File: config.mk
export PLATFORM = sky130hd
export DESIGN_NAME = fifo_stream_reader
export DESIGN_NICKNAME = d
export VERILOG_FILES = /design/src/rtl/fifo_stream_reader_pkg.sv /design/src/rtl/stream_skid_fifo.sv /design/src/rtl/fifo_stream_reader.sv
export SDC_FILE = /design/constraint.sdc
export NUM_CORES = 1
export LEC_CHECK = 0
export BUFFER_PORTS_ARGS = -buffer_cell sky130_fd_sc_hd__clkbuf_2
export CAP_MARGIN = 20
export CORE_MARGIN = 3
export CORE_UTILIZATION = 30
export CTS_BUF_LIST = sky130_fd_sc_hd__clkbuf_4 sky130_fd_sc_hd__clkbuf_8
export DETAILED_ROUTE_END_ITERATION = 8
export SETUP_SLACK_MARGIN = 0.4
export SLEW_MARGIN = 15
export SYNTH_ARGS = -nofsm -noshare
export SYNTH_HDL_FRONTEND = slang
export SYNTH_HIERARCHICAL = 1
export SYNTH_SLANG_ARGS = --single-unit
File: constraint.sdc
create_clock -name clk -period 2.9 [get_ports clk]
set_input_delay 0.435 -clock clk [delete_from_list [all_inputs] [get_ports clk]]
set_output_delay 0.435 -clock clk [all_outputs]
set_load 0.03 [all_outputs]
File: src/rtl/fifo_stream_reader_pkg.sv
// Shared types for the FIFO stream reader: burst FSM states and skid sizing.
// Latency: n/a (types and elaboration-time helpers only).
// Backpressure: n/a.
package fifo_stream_reader_pkg;

  typedef enum logic [1:0] {
    ST_IDLE  = 2'd0,
    ST_READ  = 2'd1,
    ST_DRAIN = 2'd2,
    ST_DONE  = 2'd3
  } state_e;

  // Skid must absorb every word already requested (LATENCY of them) plus
  // two beats of slack so a stalled consumer never forces a bubble.
  function automatic int skid_depth(input int latency);
    return latency + 2;
  endfunction

endpackage

File: src/rtl/stream_skid_fifo.sv
// Circular skid buffer holding FIFO read returns until the stream takes them.
// Latency: a pushed word is visible at head_data the cycle after the push.
// Backpressure: none internally; the caller guarantees no push when full.
module stream_skid_fifo #(
  parameter int WIDTH = 8,
  parameter int DEPTH = 5
) (
  input  logic                         clk,
  input  logic                         rst,
  input  logic                         push,
  input  logic [WIDTH-1:0]             push_data,
  input  logic                         pop,
  output logic [WIDTH-1:0]             head_data,
  output logic                         empty,
  output logic [$clog2(DEPTH+1)-1:0]   count
);

  localparam int PW = (DEPTH > 1) ? $clog2(DEPTH) : 1;
  localparam int CW = $clog2(DEPTH + 1);

  logic [WIDTH-1:0] mem_q [DEPTH];
  logic [WIDTH-1:0] mem_d [DEPTH];
  logic [PW-1:0]    wr_ptr_q, wr_ptr_d;
  logic [PW-1:0]    rd_ptr_q, rd_ptr_d;
  logic [CW-1:0]    cnt_q, cnt_d;

  function automatic logic [PW-1:0] ptr_next(input logic [PW-1:0] p);
    return (p == PW'(DEPTH - 1)) ? '0 : p + 1'b1;
  endfunction

  assign head_data = mem_q[rd_ptr_q];
  assign empty     = (cnt_q == '0);
  assign count     = cnt_q;

  // Next pointers, storage and occupancy; push and pop may coincide.
  always_comb begin
    mem_d    = mem_q;
    wr_ptr_d = wr_ptr_q;
    rd_ptr_d = rd_ptr_q;
    cnt_d    = cnt_q;
    if (push) begin
      mem_d[wr_ptr_q] = push_data;
      wr_ptr_d        = ptr_next(wr_ptr_q);
    end
    if (pop) begin
      rd_ptr_d = ptr_next(rd_ptr_q);
    end
    case ({push, pop})
      2'b10:   cnt_d = cnt_q + 1'b1;
      2'b01:   cnt_d = cnt_q - 1'b1;
      default: cnt_d = cnt_q;
    endcase
  end

  // Pointer and occupancy registers; reset empties the buffer.
  always_ff @(posedge clk) begin
    if (rst) begin
      wr_ptr_q <= '0;
      rd_ptr_q <= '0;
      cnt_q    <= '0;
    end else begin
      wr_ptr_q <= wr_ptr_d;
      rd_ptr_q <= rd_ptr_d;
      cnt_q    <= cnt_d;
    end
  end

  // Storage array carries no reset; occupancy decides what is valid.
  always_ff @(posedge clk) begin
    mem_q <= mem_d;
  end

endmodule

File: src/rtl/fifo_stream_reader.sv
// Reads a burst of 'length' words from a fixed-latency FIFO onto a valid/ready stream.
// Latency: start -> pop request 1 cycle, pop -> data LATENCY cycles, data -> m_valid 1 cycle.
// Backpressure: credit-limited pops so m_ready stalls never overflow the skid buffer.
// Build option: define FIFO_STREAM_READER_TIMEOUT_EN to abort bursts stalled on an empty FIFO.
module fifo_stream_reader
  import fifo_stream_reader_pkg::*;
#(
  parameter int WIDTH   = 8,
  parameter int LATENCY = 3,
  parameter int LEN_W   = 16,
  parameter int TIMEOUT = 1024
) (
  input  logic             clk,
  input  logic             rst,
  input  logic             start,
  input  logic [LEN_W-1:0] length,
  output logic             busy,
  output logic             done,
  output logic             timed_out,
  input  logic             fifo_empty,
  output logic             fifo_request_output,
  input  logic [WIDTH-1:0] fifo_data_out,
  input  logic             fifo_output_valid,
  output logic [WIDTH-1:0] m_data,
  output logic             m_valid,
  input  logic             m_ready
);

  localparam int SKID_DEPTH = skid_depth(LATENCY);
  localparam int CW         = $clog2(SKID_DEPTH + 1);

  state_e           state_q, state_d;
  logic [LEN_W-1:0] remaining_q, remaining_d;
  logic [CW-1:0]    inflight_q, inflight_d;
  logic [LATENCY-1:0] req_pipe_q, req_pipe_d;
  logic             m_valid_q, m_valid_d;
  logic [WIDTH-1:0] m_data_q, m_data_d;

  logic [CW-1:0]    skid_cnt;
  logic             skid_empty;
  logic [WIDTH-1:0] skid_head;
  logic             req, accept, credit_ok, out_ld;
  logic             skid_pop, skid_push, bypass, drain_ok, timeout_hit;

  // Words already requested count against the skid space they will land in.
  assign credit_ok = ((CW+1)'(skid_cnt) + (CW+1)'(inflight_q)) < (CW+1)'(SKID_DEPTH);
  assign req       = !rst && (state_q == ST_READ) && (remaining_q != '0) && !fifo_empty && credit_ok;
  // Returns are only meaningful for requests this burst actually issued.
  assign accept    = fifo_output_valid && (state_q != ST_IDLE) && (inflight_q != '0);

  // Output register refills when empty or when its beat is being taken.
  assign out_ld    = !m_valid_q || m_ready;
  assign skid_pop  = out_ld && !skid_empty;
  assign bypass    = out_ld && skid_empty && accept;
  assign skid_push = accept && !bypass;
  assign drain_ok  = (inflight_q == '0) && (req_pipe_q == '0) && skid_empty && out_ld;

  assign busy                = (state_q == ST_READ) || (state_q == ST_DRAIN);
  assign done                = (state_q == ST_DONE);
  assign fifo_request_output = req;
  assign m_valid             = m_valid_q;
  assign m_data              = m_data_q;

  stream_skid_fifo #(
    .WIDTH (WIDTH),
    .DEPTH (SKID_DEPTH)
  ) u_skid (
    .clk       (clk),
    .rst       (rst),
    .push      (skid_push),
    .push_data (fifo_data_out),
    .pop       (skid_pop),
    .head_data (skid_head),
    .empty     (skid_empty),
    .count     (skid_cnt)
  );

`ifdef FIFO_STREAM_READER_TIMEOUT_EN
  localparam int TW = $clog2(TIMEOUT + 1);
  logic [TW-1:0] to_cnt_q, to_cnt_d;
  logic          to_flag_q, to_flag_d;

  // Count consecutive empty READ cycles; any pop or non-empty cycle restarts it.
  always_comb begin
    to_cnt_d  = to_cnt_q;
    to_flag_d = to_flag_q;
    if ((state_q == ST_IDLE) && start) to_flag_d = 1'b0;
    if ((state_q != ST_READ) || req || !fifo_empty) begin
      to_cnt_d = '0;
    end else if (to_cnt_q != TW'(TIMEOUT)) begin
      to_cnt_d = to_cnt_q + 1'b1;
    end
    timeout_hit = (state_q == ST_READ) && (to_cnt_d == TW'(TIMEOUT));
    if (timeout_hit) to_flag_d = 1'b1;
  end

  // Stall counter and sticky abort flag reported alongside done.
  always_ff @(posedge clk) begin
    if (rst) begin
      to_cnt_q  <= '0;
      to_flag_q <= 1'b0;
    end else begin
      to_cnt_q  <= to_cnt_d;
      to_flag_q <= to_flag_d;
    end
  end

  assign timed_out = (state_q == ST_DONE) && to_flag_q;
`else
  assign timeout_hit = 1'b0;
  assign timed_out   = 1'b0;
`endif

  // Burst FSM, remaining-word count, in-flight tracking and stream output stage.
  always_comb begin
    state_d     = state_q;
    remaining_d = remaining_q;
    inflight_d  = inflight_q;
    req_pipe_d  = LATENCY'({req_pipe_q, req});
    m_valid_d   = m_valid_q;
    m_data_d    = m_data_q;

    if (req) remaining_d = remaining_q - 1'b1;

    case ({req, accept})
      2'b10:   inflight_d = inflight_q + 1'b1;
      2'b01:   inflight_d = inflight_q - 1'b1;
      default: inflight_d = inflight_q;
    endcase

    case (state_q)
      ST_IDLE: begin
        if (start) begin
          remaining_d = length;
          state_d     = (length == '0) ? ST_DONE : ST_READ;
        end
      end
      ST_READ: begin
        if (req && (remaining_q == LEN_W'(1))) state_d = ST_DRAIN;
        else if (timeout_hit)                  state_d = ST_DRAIN;
      end
      ST_DRAIN: begin
        if (drain_ok) state_d = ST_DONE;
      end
      default: state_d = ST_IDLE;
    endcase

    if (out_ld) begin
      m_valid_d = !skid_empty || accept;
      if (!skid_empty) m_data_d = skid_head;
      else if (accept) m_data_d = fifo_data_out;
    end
  end

  // State registers; reset abandons any burst and drops returns still in flight.
  always_ff @(posedge clk) begin
    if (rst) begin
      state_q     <= ST_IDLE;
      remaining_q <= '0;
      inflight_q  <= '0;
      req_pipe_q  <= '0;
      m_valid_q   <= 1'b0;
      m_data_q    <= '0;
    end else begin
      state_q     <= state_d;
      remaining_q <= remaining_d;
      inflight_q  <= inflight_d;
      req_pipe_q  <= req_pipe_d;
      m_valid_q   <= m_valid_d;
      m_data_q    <= m_data_d;
    end
  end

endmodule
# After elaboration in Yosys (flattened, before gate mapping)
# Cells that the tools add are included.
# classes
n_addsub,8
magnitude_cmp,4
eq_ne,14
n_mux,20
bitwise_logic,2
reduce_logical,35
# ops
operator,count
16-bit two-way mux,3
40-bit bitwise mux,1
8-bit two-way mux,5
8-bit binary-select mux with 3-bit select,1
8-bit demux with 3-bit select,1
16-bit by 1-bit equality test with 1-bit output (second input constant),1
16-bit logical NOT,1
16-bit nonzero test,1
16-bit by 1-bit subtractor with 16-bit output (second input constant),1
1-bit logical AND,15
3-bit by 1-bit adder with 3-bit output (second input constant),4
3-bit case mux with 2 select lines,2
3-bit logical NOT,3
2-bit equality test (second input constant),4
4-bit >= comparator (second input constant),2
2-bit two-way mux,4
3-bit NOT with 4-bit output,2
2-bit by 1-bit equality test with 1-bit output (second input constant),3
3-bit equality test (second input constant),2
3-bit two-way mux,2
2-bit case mux with 3 select lines,1
2-bit nonzero test,3
3-bit by 1-bit subtractor with 3-bit output (second input constant),2
1-bit logical NOT,5
10 further kinds,14
# totals
register_bits,82
word_cells,97

# Depth between registers and ports, before layout
# depth
depth_word,8
depth_mapped,12
mapped_depth_nobuf,12

# Hierarchy
# The synthesis kept the hierarchy.
# modules_own_cells
mod,n_inst,cells_per_inst,area_per_inst_um2
stream_skid_fifo,1,138,2039.5
fifo_stream_reader,1,226,1939.4

# Worst setup path before layout
# OpenSTA, ideal clock, no wires.
# synth_timing
path_type,reg-to-reg
from,register remaining_q[10]
to,register inflight_q[2]
arrival_time_ns,3.132
slack_ns,-0.302
stages_incl_launch_ff,12
path_buffers,1
period_less_slack_ns,3.202
path_cell_list,dfxtp_1 > or4_1 > clkbuf_1 > nor4_1 > a31oi_1 > inv_1 > ha_1 > inv_1 > fa_1 > xor2_1 > or3_1 > a21oi_1
# synth_via
elab_chain_cells,6
word_cells_on_any_way,8
cone_classes,eq/ne (2); mux (1); reduce/logical (5)
# synth_rtl
item,line_no,source
start: declaration,fifo_stream_reader.sv:33,"logic [LEN_W-1:0] remaining_q, remaining_d;"
start signal: assignment,fifo_stream_reader.sv:166,remaining_q <= remaining_d;
16-bit nonzero test *,fifo_stream_reader.sv:47,assign req = !rst && (state_q == ST_READ) && (remaining_q != '0) && !fifo_empty && credit_ok;
1-bit logical AND * (3 in series),fifo_stream_reader.sv:47,
named net fifo_request_output,fifo_stream_reader.sv:21,"output logic fifo_request_output,"
2-bit by 1-bit equality test with 1-bit output / 2-bit equality test (equally long branches),fifo_stream_reader.sv:125,"case ({req, accept})"
3-bit case mux with 2 select lines / 2-bit nonzero test (equally long branches),-,
end signal: assignment,fifo_stream_reader.sv:167,inflight_q <= inflight_d;
end: declaration,fifo_stream_reader.sv:34,"logic [CW-1:0] inflight_q, inflight_d;"
# Mark *: on every way through the listed nets, which the timed path passes. The rest lies on a longest branch.
# A chain may end at the register's enable or synchronous reset.

# Final worst setup path
# layout_timing
from,register inflight_q[0]
to,register inflight_q[2]
# layout_via
elab_chain_cells,5
word_cells_on_any_way,11
cone_classes,add/sub (3); order compare (1); eq/ne (2); mux (1); reduce/logical (4)
# layout_rtl
item,line_no,source
3-bit by 3-bit adder with 4-bit output,fifo_stream_reader.sv:46,assign credit_ok = ((CW+1)'(skid_cnt) + (CW+1)'(inflight_q)) < (CW+1)'(SKID_DEPTH);
4-bit by 3-bit < comparator with 1-bit output,fifo_stream_reader.sv:46,
1-bit logical AND,fifo_stream_reader.sv:47,
2-bit by 1-bit equality test with 1-bit output / 2-bit equality test (equally long branches),fifo_stream_reader.sv:125,
3-bit case mux with 2 select lines / 2-bit nonzero test (equally long branches),-,
# Parallel ways exist; a longest one is shown, timed or not.

==> flow_metrics.py <==
metrics = {
    "grt": {
        "antenna_found_initial": 0,
        "grt_util_met2": 0.1910,
        "globalRouteMet3Util": 0.02797,
        "grt_util_all_layers": 0.1215,
        "overflow": 0,
        "grt_pass1_wl_um": 13860,
        "grt_max_degree": 44,
        "use_met1": 0.1577,
        "grt-busiest-layer": "met2",
        "grt_pass1_vias": 2817,
    },
    "layout": {
        "ff_latch_area_mm2": 0.002052,
        "drive_above_1_share": 0.3065,
        "multi_input_area_mm2": 0.001929,
        "final.fill_count": 1211,
        "area_growth_pct": 22.89,
        "fin_nets": 477,
        "fin_area_mm2": 0.004890,
        "num_antenna_cells": 0,
    },
    "sta": {
        "finalClockSkew_ns": 0.01082,
        "fmax_ghz": 0.3820,
        "tightestPinTransition_ns": 0.9262,
        "slew_headroom": 0.3810,
        "rsz0062_at_grt": "yes",
        "whs_ns": 0.3095,
        "final.setup.tns_ns": 0,
        "period_share": 0.9026,
        "maxSlewViolCount": 0,
        "finalSetupViolations": 0,
        "setup_ws_ns": 0.2825,
        "layout_min_cycle_time_ns": 2.617,
        "hold_violations": 0,
    },
    "critical_path": {
        "path_class": "reg2reg",
        "setup.worst_path.start": "inflight_q[0]$_SDFFE_PP0P_",
        "crit_required_ns": 3.20,
        "worstSetupEndpointType": "flop",
        "reg2reg_to": "inflight_q[2]$_SDFFE_PP0P_",
        "reg2reg_slack_ns": 0.28,
        "r2r-start": "inflight_q[0]$_SDFFE_PP0P_",
        "cp-start-kind": "flop",
        "cp_max_fo": 2,
        "worst_r2r_path_depth": 13,
        "cp.arrival_ns": 2.91,
        "endpoint": "inflight_q[2]$_SDFFE_PP0P_",
    },
    "clock_tree": {
        "cts_buffer_depth": 2,
        "cts.sinks": 82,
        "cts_tree": "done",
        "clkLatencyLatePin_ns": 0.37,
        "cts_root_buffer": "clkbuf_8",
        "cts_made_buffers": 9,
        "path_clk_slew_ns": 0.09,
        "htreeDepth": 3,
    },
    "logic_synthesis": {
        "synth_edf_count": 40,
        "syn_nets": 412,
        "yosysSeqAreaShare": 0.5132,
        "netlist_area_mm2": 0.003979,
        "yosysTopAreaCell": "edfxtp_1",
        "ys_warn_count": 6,
        "synthFlopType": "dfxtp_1",
        "async_reset_ff_frac": 0,
        "syn_avg_cell_area_um2": 10.93,
        "ys_seq_elements": 82,
        "netlist_instances": 364,
        "yosysUniqueCellTypes": 52,
        "synthTopCellsByArea": "edfxtp_1, dfxtp_1, ha_1",
        "synth_top_area_share": 0.3019,
    },
    "die": {
        "die_y_um": 121.2,
        "core_area_mm2": 0.01277,
        "io_pins": 43,
        "row_count": 41,
        "initial_core_util": 0.3115,
        "dieArea_mm2": 0.01468,
        "die_w_um": 121.2,
    },
    "placement": {
        "hpwl_um": 5863,
        "place_ws_ns": 0.07461,
        "place_area_mm2": 0.004479,
        "portBuffers": 41,
        "globalplace.congestion": 0.7875,
    },
    "routing": {
        "drc_errors": 0,
        "routed_wl_um": 8580,
        "ant_nets": 0,
        "first_iter_violations": 135,
        "viasPerCell": 4.779,
        "wire_per_inst_um": 14.16,
        "drt_pre_antenna_iters": 4,
        "vias": 2896,
    },
    "min_path": {
        "hold_class": "in2reg",
    },
    "outcome": {
        "status": "complete, no violations",
    },
    "pwr": {
        "powerDensity_mw_per_mm2": 779.0,
        "peakVddDrop_uv": 246.9,
        "leakage_nw": 1.780,
    },
    "flow_run": {
        "maxCapViolations": 0,
    },
}
## flip-flops by register name, indices dropped and copies added (netlist names)
name / cells
remaining_q: 16
m_data: 8
u_skid/count: 3
state_q: 2
m_valid: 1
inflight_q: 3
u_skid/mem_q: 40
u_skid/wr_ptr_q: 3
req_pipe_q: 3
u_skid/rd_ptr_q: 3
## cell usage after synthesis (all sizes together), types with 2 or more instances
cell,n
a211oi,19
a21oi,13
a221o,7
a311oi,4
a31oi,2
and3,4
buf,4
clkbuf,10
dfxtp,42
edfxtp,40
fa,3
ha,15
inv,22
mux2,7
mux2i,16
nand2,13
nand2b,2
nand3,5
nand3b,2
nand4,2
nor2,49
nor2b,5
nor3,7
nor4,8
nor4b,3
nor4bb,2
o21a,2
o21ai,10
o31ai,2
o41ai,2
or2,2
or3,11
or4,4
xnor2,11
xor2,5
## power by group
| group | total, W | internal, W | switching [W] |
|---|---|---|---|
| Clock | 0.000774 | 0.000331 | 0.000443 |
| Combinational | 0.00156 | 0.000674 | 0.000890 |
| Sequential | 0.00147 | 0.00136 | 0.000115 |
## worst max-delay path, cell delays in order, from the launching register on
cell and delay (ns):
dfxtp_4 0.36, ha_4 0.16, fa_2 0.36, xnor2_2 0.15, buf_4 0.14, o221ai_4 0.17
a31oi_4 0.06, inv_2 0.09, ha_4 0.13, inv_2 0.03, fa_2 0.32, xor2_1 0.15
or3_1 0.30, a21oi_1 0.11
## metrics by stage
step                      cells    util  power (W)
final                       606  0.3828   0.003809
after global routing        606  0.3828   0.004057
after CTS                   600  0.3763   0.003782
after detailed placement    574  0.3507   0.002936
after global placement      574  0.3507   0.002918
after floorplan             364       -   0.002605
## cells in the final DEF, fill, tap and decap left out, types with 3 or more instances in the layout
master	instances
ha_1	11
buf_4	24
edfxtp_1	40
nor2_1	47
a21oi_1	11
fa_2	3
mux2i_1	16
dfxtp_1	38
nor2b_1	5
and3_2	4
or4_4	4
mux2_2	7
a221o_1	7
or3_1	8
inv_6	3
xnor2_1	10
buf_6	3
nor4_1	5
inv_1	19
nand2_1	12
clkbuf_8	9
clkbuf_2	40
xor2_1	5
a211oi_1	19
nand3_1	5
nor3_1	6
o21ai_0	10
a311oi_1	3
inv_2	3
## worst min path at each step
stage                        startpoint                    endpoint  cells after the start  slack (ns)
2_1_floorplan  req_pipe_q[1]$_SDFF_PP0_    req_pipe_q[2]$_SDFF_PP0_                      1        0.43
3_3_place_gp   req_pipe_q[1]$_SDFF_PP0_    req_pipe_q[2]$_SDFF_PP0_                      1        0.45
3_5_place_dp   req_pipe_q[1]$_SDFF_PP0_    req_pipe_q[2]$_SDFF_PP0_                      1        0.45
4_1_cts                fifo_data_out[1]  u_skid/mem_q[33]$_DFFE_PP_                      1        0.30
5_1_grt                fifo_data_out[1]  u_skid/mem_q[17]$_DFFE_PP_                      1        0.31
6_report               fifo_data_out[1]  u_skid/mem_q[33]$_DFFE_PP_                      1        0.31
## metal layers
metal	routed length [µm]	share of wire	up-vias
li1	-	-	1469
met1	4081	0.48	1364
met2	4001	0.47	47
met3	313	0.036	16
met4	183	0.021	0
met5	0	0	-
## layout make-up
| class | count | share of cell area |
|---|---|---|
| Clock buffer | 10 | 0.02687 |
| Clock inverter | 6 | 0.01024 |
| Inverter | 22 | 0.01689 |
| Multi-Input combinational cell | 246 | 0.3946 |
| Sequential cell | 82 | 0.4197 |
| Tap cell | 172 | 0.04401 |
| Timing Repair Buffer | 68 | 0.08777 |
## logic make-up after synthesis
logic type,Yosys count,share of synthesized area
simple gates,122,0.1654
flops,82,0.5132
compound gates,65,0.1160
buf+inv,36,0.04120
mux,24,0.06572
fa+ha+maj,18,0.06226
xor+xnor,16,0.03522
other cells,1,0.0009425
## repair_timing
item / CTS / global route
setup buffers: 10 / 6
hold buffers: 0 / 0
pin swaps: 15 / 15
resized for setup: 18 / 12
setup endpoints to repair: 40 / 49
No activity file was read; power rests on OpenSTA's default activity.
